[src/rtl/ahb_lite_result_writer.sv]
// Drains a result FIFO into consecutive AHB-Lite single-beat word writes.
// One transfer is outstanding at a time: pop, load, address phase, data phase.
module ahb_lite_result_writer #(
   parameter int unsigned CNT_W    = 16,
   parameter int unsigned ADDR_INC = 4
) (
   input  logic             HCLK,
   input  logic             HRESET,
   input  logic             start,
   input  logic [31:0]      base_addr,
   input  logic [CNT_W-1:0] count,
   output logic             read_fifo_en,
   input  logic [31:0]      out_fifo,
   input  logic             empty,
   output logic [31:0]      HADDR,
   output logic [1:0]       HTRANS,
   output logic             HWRITE,
   output logic [2:0]       HSIZE,
   output logic [2:0]       HBURST,
   output logic [3:0]       HPROT,
   output logic             HMASTLOCK,
   output logic [31:0]      HWDATA,
   input  logic             HREADY,
   input  logic             HRESP,
   output logic             busy,
   output logic             done,
   output logic             error
);

   localparam logic [1:0] TransIdle   = 2'b00;
   localparam logic [1:0] TransNonseq = 2'b10;

   typedef enum logic [2:0] {
      StIdle,
      StPop,
      StLoad,
      StAddr,
      StData,
      StFin
   } state_e;

   state_e             state_q, state_d;
   logic [31:0]        addr_q, addr_d;
   logic [31:0]        haddr_q, haddr_d;
   logic [31:0]        data_q, data_d;
   logic [CNT_W-1:0]   rem_q, rem_d;
   logic               done_q, done_d;
   logic               error_q, error_d;

   always_ff @(posedge HCLK or posedge HRESET) begin
      if (HRESET) begin
         state_q <= StIdle;
         addr_q  <= '0;
         haddr_q <= '0;
         data_q  <= '0;
         rem_q   <= '0;
         done_q  <= 1'b0;
         error_q <= 1'b0;
      end else begin
         state_q <= state_d;
         addr_q  <= addr_d;
         haddr_q <= haddr_d;
         data_q  <= data_d;
         rem_q   <= rem_d;
         done_q  <= done_d;
         error_q <= error_d;
      end
   end

   always_comb begin
      state_d      = state_q;
      addr_d       = addr_q;
      haddr_d      = haddr_q;
      data_d       = data_q;
      rem_d        = rem_q;
      done_d       = 1'b0;
      error_d      = 1'b0;
      read_fifo_en = 1'b0;
      HTRANS       = TransIdle;
      HWRITE       = 1'b0;
      case (state_q)
         StIdle: begin
            if (start) begin
               addr_d  = base_addr;
               rem_d   = count;
               state_d = (count == '0) ? StFin : StPop;
            end
         end
         StPop: begin
            read_fifo_en = !empty;
            if (!empty) state_d = StLoad;
         end
         StLoad: begin
            // HADDR is a separate register so it keeps the last beat's address
            // after addr_q has advanced.
            data_d  = out_fifo;
            haddr_d = addr_q;
            state_d = StAddr;
         end
         StAddr: begin
            HTRANS = TransNonseq;
            HWRITE = 1'b1;
            if (HREADY) state_d = StData;
         end
         StData: begin
            if (HRESP) begin
               error_d = 1'b1;
               state_d = StIdle;
            end else if (HREADY) begin
               addr_d  = addr_q + ADDR_INC;
               rem_d   = rem_q - CNT_W'(1);
               state_d = (rem_q == CNT_W'(1)) ? StFin : StPop;
            end
         end
         StFin: begin
            done_d  = 1'b1;
            state_d = StIdle;
         end
         default: state_d = StIdle;
      endcase
   end

   assign HADDR     = haddr_q;
   assign HWDATA    = data_q;
   assign HSIZE     = 3'b010;
   assign HBURST    = 3'b000;
   assign HPROT     = 4'b0011;
   assign HMASTLOCK = 1'b0;
   assign busy      = (state_q != StIdle);
   assign done      = done_q;
   assign error     = error_q;

endmodule

[config.mk]
export PLATFORM = sky130hd
export DESIGN_NAME = ahb_lite_result_writer
export DESIGN_NICKNAME = d
export VERILOG_FILES = /design/src/rtl/ahb_lite_result_writer.sv
export SDC_FILE = /design/constraint.sdc
export NUM_CORES = 1
export LEC_CHECK = 0
export CORE_UTILIZATION = 43
export CTS_CLUSTER_SIZE = 8
export DETAILED_ROUTE_END_ITERATION = 6
export PLACE_DENSITY_LB_ADDON = 0.25
export RECOVER_POWER = 50
export SLEW_MARGIN = 25
export SYNTH_ARGS = -nofsm -noshare
export SYNTH_HDL_FRONTEND = slang
export SYNTH_SLANG_ARGS = --single-unit
[constraint.sdc]
create_clock -name HCLK -period 4.03 [get_ports HCLK]
set_input_delay 1.209 -clock HCLK [delete_from_list [all_inputs] [get_ports HCLK]]
set_output_delay 1.209 -clock HCLK [all_outputs]
set_load 0.02 [all_outputs]
==> impl_metrics.toml, run 1 <==
[status]
outcome = "complete, but fails checks"
violations = "max-capacitance violations, max-slew violations"

[logic_synthesis]
synth_area_mm2 = 0.005834
seq_area_frac_synth = 0.5018
synth_seq_cells = 117
yosys.area.top_type = "dfrtp_1"
synthFlopType = "dfrtp_1"
yosysTopAreaCellShare = 0.5018
yosys_warnings = 0
netlist_instances = 559
ys_async_sr_fraction = 1.000
netlist_top_cells_area = "dfrtp_1, mux2_1, a21oi_1, nor2_1, nand2_1"
synth_area_per_cell_um2 = 10.44
ys_types = 60
synth_edf_count = 0

[global_routing]
antenna_found_initial = 0
grt_max_degree = 69
grt_pass1_wl_um = 24750
track_usage = 0.2250
grt_pass1_vias = 4875
grt.overflow.total = 0

[cells_and_area]
fin_cells = 894
diodes = 0
drive_above_1_share = 0.06407
fillers = 1098
area_delta_synth_final_pct = 38.99
finalInstanceArea_mm2 = 0.008109
nets = 794

[route]
first_pass_iters = 4
vias = 4993
drc = 0
wl_per_cell_um = 16.68
drt_wl_total_um = 14920
drt_iter0_drc = 287
routed_via_density = 5.585
antenna_left = 0

[setup_path]
crit_path_start_kind = "primary input"
crit_required_ps = 2820
slowest_delay_ps = 610
crit_path_end_kind = "output pin"
arrival_ps = 2620
crit_path_frequent_cell = "clkdlybuf4s50_1"
crit_chain = "clkdlybuf4s50_1 -> nor3b_1 -> nor2b_1 -> clkdlybuf4s50_1"
critical_path_buf_inv_count = 2
cp_max_fo = 2
cp_slowest_cell = "clkdlybuf4s50_1"
crit_family = "buffers and inverters"
path_class = "in -> out"

[floorplanning]
io_pins = 168
rows = 42
dieHeight_um = 118.5
die-area_mm2 = 0.01404
core_mm2 = 0.01324
die_x_um = 118.5
start_util = 0.4406

[timing]
timing.slew.headroom = -0.2796
fin_crit_ps = 3826
slew_violations = 103
worst_pin_slew_ps = 1918
finalWorstSetupSlack_ps = 203.9
fin_crit_sh = 0.9494
tns_ps = 0
fin_skew_ps = 8.901
setup_violations = 0
hold_violations = 0
grt_setup_unrepaired = "false"
max_freq_mhz = 261.4

[cts]
cts_buffers = 17
cts_buffer_depth = 2
cts_sinks = 117
cts.repair.resized = 0
clk_pin_slew_ps = 50
cts_tree = "built"
post_cts_buffers = 0
clk-insertion-delay-late_ps = 420
htree_levels = 4
ctsHoldBuffers = 0
cts_root_buffer = "clkbuf_16"

[hold_path]
hold_class = "reg -> reg"

[flow_run]
drv_cap = 3

[power_and_ir_drop]
total_power_mw = 6.703
ir_worst_vdd_mv = 0.4041
p_per_area_mw_per_mm2 = 826.7
leakagePower_nw = 3.164

[placement]
dp.cells = 862
dpl.hpwl_um = 10480
place.gp.congestion = 0.8256
placed_cell_area_mm2 = 0.007508
place_ws_ps = 196.6
io_buffers = 155
## power breakdown
group          leakage, nW  internal, mW  switching, mW
Combinational         1.50          1.34           1.43
Clock                0.317          1.14          0.516
Sequential            1.35          1.77          0.506
## path summary, 6_finish.rpt
check | endpoint | startpoint | slack (ps) | cells past startpoint
hold reg to reg | HWDATA[2]$_DFFE_PP0P_ | HWDATA[2]$_DFFE_PP0P_ | 480 | 1
hold / removal | HWDATA[2]$_DFFE_PP0P_ | HWDATA[2]$_DFFE_PP0P_ | 480 | 1
max in group asynchronous | rem_q[6]$_DFFE_PP0P_ | HRESET | 570 | 3
setup / recovery | read_fifo_en | empty | 200 | 4
min in group asynchronous | HADDR[26]$_DFFE_PP0P_ | HRESET | 1470 | 2
setup reg to reg | addr_q[20]$_DFFE_PP0P_ | state_q[0]$_DFFE_PP0P_ | 710 | 4
## metal layers
metal / up-vias / part of all wire / global-route usage
met1: 2376 / 0.45 / 0.2981
met3: 39 / 0.063 / 0.04875
met4: 0 / 0.025 / 0.1028
li1: 2359 / - / -
met5: - / 0 / 0
met2: 219 / 0.46 / 0.3533
## stage by stage
stage / utilization / hold WS, ps
global placement: 0.5670 / 466.6
global route: 0.6123 / 501.5
detailed placement: 0.5670 / 473.8
floorplan: - / 454.1
CTS: 0.6161 / 485.3
finish: 0.6123 / 478.9
## kinds of logic (layout without fill, tap and decap cells)
family,after synthesis,in the layout,synth area share
AO/OA/AOI/OAI,150,150,0.1606
adder cells (fa/ha/maj),3,3,0.006434
buffers and inverters,52,201,0.04696
flip-flops,117,117,0.5018
multiplexers,68,68,0.1308
other,2,12,0.001287
AND/OR/NAND/NOR,167,167,0.1520
## registers in the layout, summed over array words and instances, names as in the netlist
name / flops
error: 1
HWDATA: 32
done: 1
state_q: 3
addr_q: 32
HADDR: 32
rem_q: 16
## Yosys cell counts, drive strengths merged (5+ instances only)
cell    count
nand2      35
or3         5
nor4        6
or4         5
and2        5
nor3       13
nor2       37
clkbuf     14
buf        33
nand4      11
o21ai      29
o22ai      10
inv         5
o22a       14
mux2       66
and4        5
and3        5
a21oi      55
dfrtp     117
a31oi      10
nand3      22
## cells in the final DEF (no fill, tap or decap), types with 5 or more instances in the layout
cell type        netlist  routed
a21oi_1               54      54
a31oi_1               10      10
and3_1                 5       5
and4_1                 5       5
buf_4                 13       5
bufinv_16              0       5
clkbuf_1              14       5
clkbuf_16              0      17
clkdlybuf4s50_1        0     153
conb_1                 2      12
dfrtp_1              117     117
mux2_1                66      66
nand2_1               34      34
nand3_1               22      22
nand4_1               11      11
nor2_1                37      37
nor3_1                11      12
nor4_1                 6       6
o21ai_0               12      12
o21ai_1               17      16
o22a_1                14      14
o22ai_1               10      10
or3_1                  5       5
## final cells by class
class | count | area [um2] | area share
clock buffer | 23 | 478.0 | 0.05894
clock inverter | 9 | 172.7 | 0.02129
inverter | 5 | 20.02 | 0.002469
multi-input combinational | 400 | 2669 | 0.3291
sequential | 117 | 2928 | 0.3611
tap | 176 | 220.2 | 0.02716
timing repair buffer | 164 | 1622 | 0.2000
Power figures use the tool's default switching activity.
==> run 2: changes to the inputs <==
- CTS_CLUSTER_DIAMETER: not set -> 50
==> results of run 2 <==
No change in the layout: final DEF, timing and power equal those of run 1.
==> run 3: changes to the inputs <==
- CAP_MARGIN: not set -> 30
- CTS_CLUSTER_SIZE: 8 -> 10
- PLACE_DENSITY: not set -> 0.8
- PLACE_DENSITY_LB_ADDON: 0.25 -> not set
==> run 3 against run 2 <==
The run still ends with max-capacitance violations, max-slew violations left. Maximum frequency is 1.5% lower. Hold slack improved by 3.0 ps. Design area decreased by 0.69%. Clock-buffer cell count decreased by 2. Global-route usage rose by 0.92 points. Die area unchanged. Clock skew shrank 1.1 ps. Largest cell class unchanged.
==> impl_metrics.toml, run 3 (synthesis results as in run 1) <==
[hold_path]
hold_class = "reg -> reg"
min_from = "HADDR[6]$_DFFE_PP0P_"

[placement]
io_buffers = 155
placed_cell_area_mm2 = 0.007488
place.gp.congestion = 0.8338
dpl.hpwl_um = 11180
place_ws_ps = 140.2

[cells_and_area]
nets = 793
final_common_cell = "clkdlybuf4s50_1"
finalInstanceArea_mm2 = 0.008053
diodes = 0
drive_above_1_share = 0.06555
area_delta_synth_final_pct = 38.02
layout_common_cells = "clkdlybuf4s50_1, dfrtp_1, mux2_1"

[global_routing]
grt_max_degree = 66
track_usage = 0.2342
grt.overflow.total = 0
grt_pass1_vias = 5238
grt_pass1_wl_um = 25770
antenna_found_initial = 0

[power_and_ir_drop]
leakagePower_nw = 3.119
ir_worst_vdd_mv = 0.3221
p_per_area_mw_per_mm2 = 818.1

[floorplanning]
io_pins = 168
dieHeight_um = 118.5
core_mm2 = 0.01324
rows = 42
die_x_um = 118.5
die-area_mm2 = 0.01404
start_util = 0.4406

[route]
drt-met1-wl_um = 6589
drt_wl_total_um = 15830
wl_per_cell_um = 17.73
top_layer = "met4"
antenna_left = 0
drc = 0
vias = 5072
wl_met2_um = 7883
routed-wl-met3_um = 960
first_pass_iters = 4
drt_iter0_drc = 374
routed_via_density = 5.680

[timing]
grt_setup_unrepaired = "false"
hold_violations = 0
timing.slew.headroom = -0.4549
max_freq_mhz = 257.5
fin_skew_ps = 7.814
setup_violations = 0
fin_hold_ws_ps = 481.8
finalWorstSetupSlack_ps = 145.8
slew_violations = 78
worst_pin_slew_ps = 2182
tns_ps = 0
fin_crit_sh = 0.9638
fin_crit_ps = 3884

[cts]
cts.repair.resized = 0
cts_buffer_depth = 2
post_cts_buffers = 0
cts_root_buffer = "clkbuf_16"
htree_levels = 4
ctsHoldBuffers = 0
clk-insertion-delay-late_ps = 410
cts_tree = "built"
cts_sinks = 117
cts_buffers = 17
clk_pin_slew_ps = 50

[setup_path]
crit_start = "empty"
cp_max_fo = 2
path_class = "in -> out"
crit_required_ps = 2820
rr_startpoint = "state_q[0]$_DFFE_PP0P_"
crit_path_end_kind = "output pin"
crit_path_start_kind = "primary input"
arrival_ps = 2680

[status]
violations = "max-capacitance violations, max-slew violations"
outcome = "complete, but fails checks"

[flow_run]
drv_cap = 3
run 3: worst paths after layout:
kind / endpoint / slack, ps / cells after the start
max: read_fifo_en / 150 / 4
min: HADDR[6]$_DFFE_PP0P_ / 480 / 1
max reg2reg: addr_q[14]$_DFFE_PP0P_ / 900 / 6
min reg2reg: HADDR[6]$_DFFE_PP0P_ / 480 / 1
max in group asynchronous: rem_q[0]$_DFFE_PP0P_ / 520 / 3
min in group asynchronous: HWDATA[23]$_DFFE_PP0P_ / 1600 / 2
run 3: cell type report:
| type | instances | area [um2] |
|---|---|---|
| fillers | 1057 | 5190 |
| repair buffers | 163 | 1614 |
| inverters | 5 | 20.02 |
| multi-input cells | 400 | 2666 |
| clock buffers | 21 | 480.5 |
| well taps | 176 | 220.2 |
| clock inverters | 11 | 123.9 |
| flip-flops and latches | 117 | 2928 |
run 3: power breakdown:
group	switching (mW)	total [mW]	leakage [nW]	internal, mW
logic	1.44	2.78	1.49	1.34
clock network	0.547	1.52	0.280	0.974
registers	0.518	2.29	1.35	1.77
total	2.51	6.59	3.12	4.08
run 3: stage by stage:
| stage | power, mW | util | std cells |
|---|---|---|---|
| floorplan | 3.897 | - | 569 |
| global placement | 4.948 | 0.5655 | 861 |
| detailed placement | 5.080 | 0.5655 | 861 |
| CTS | 6.629 | 0.6111 | 893 |
| global route | 6.960 | 0.6081 | 893 |
| finish | 6.588 | 0.6081 | 893 |
run 3: per-layer routing:
layer	up-vias	GRT usage
li1	2341	-
met1	2466	0.2758
met2	230	0.4037
met3	35	0.06081
met4	0	0.09968
met5	-	0
run 3: worst max-delay path: stages:
cell             delay [ps]
clkdlybuf4s50_1         450
nor3b_1                 240
nor2b_1                 150
clkdlybuf4s50_1         610
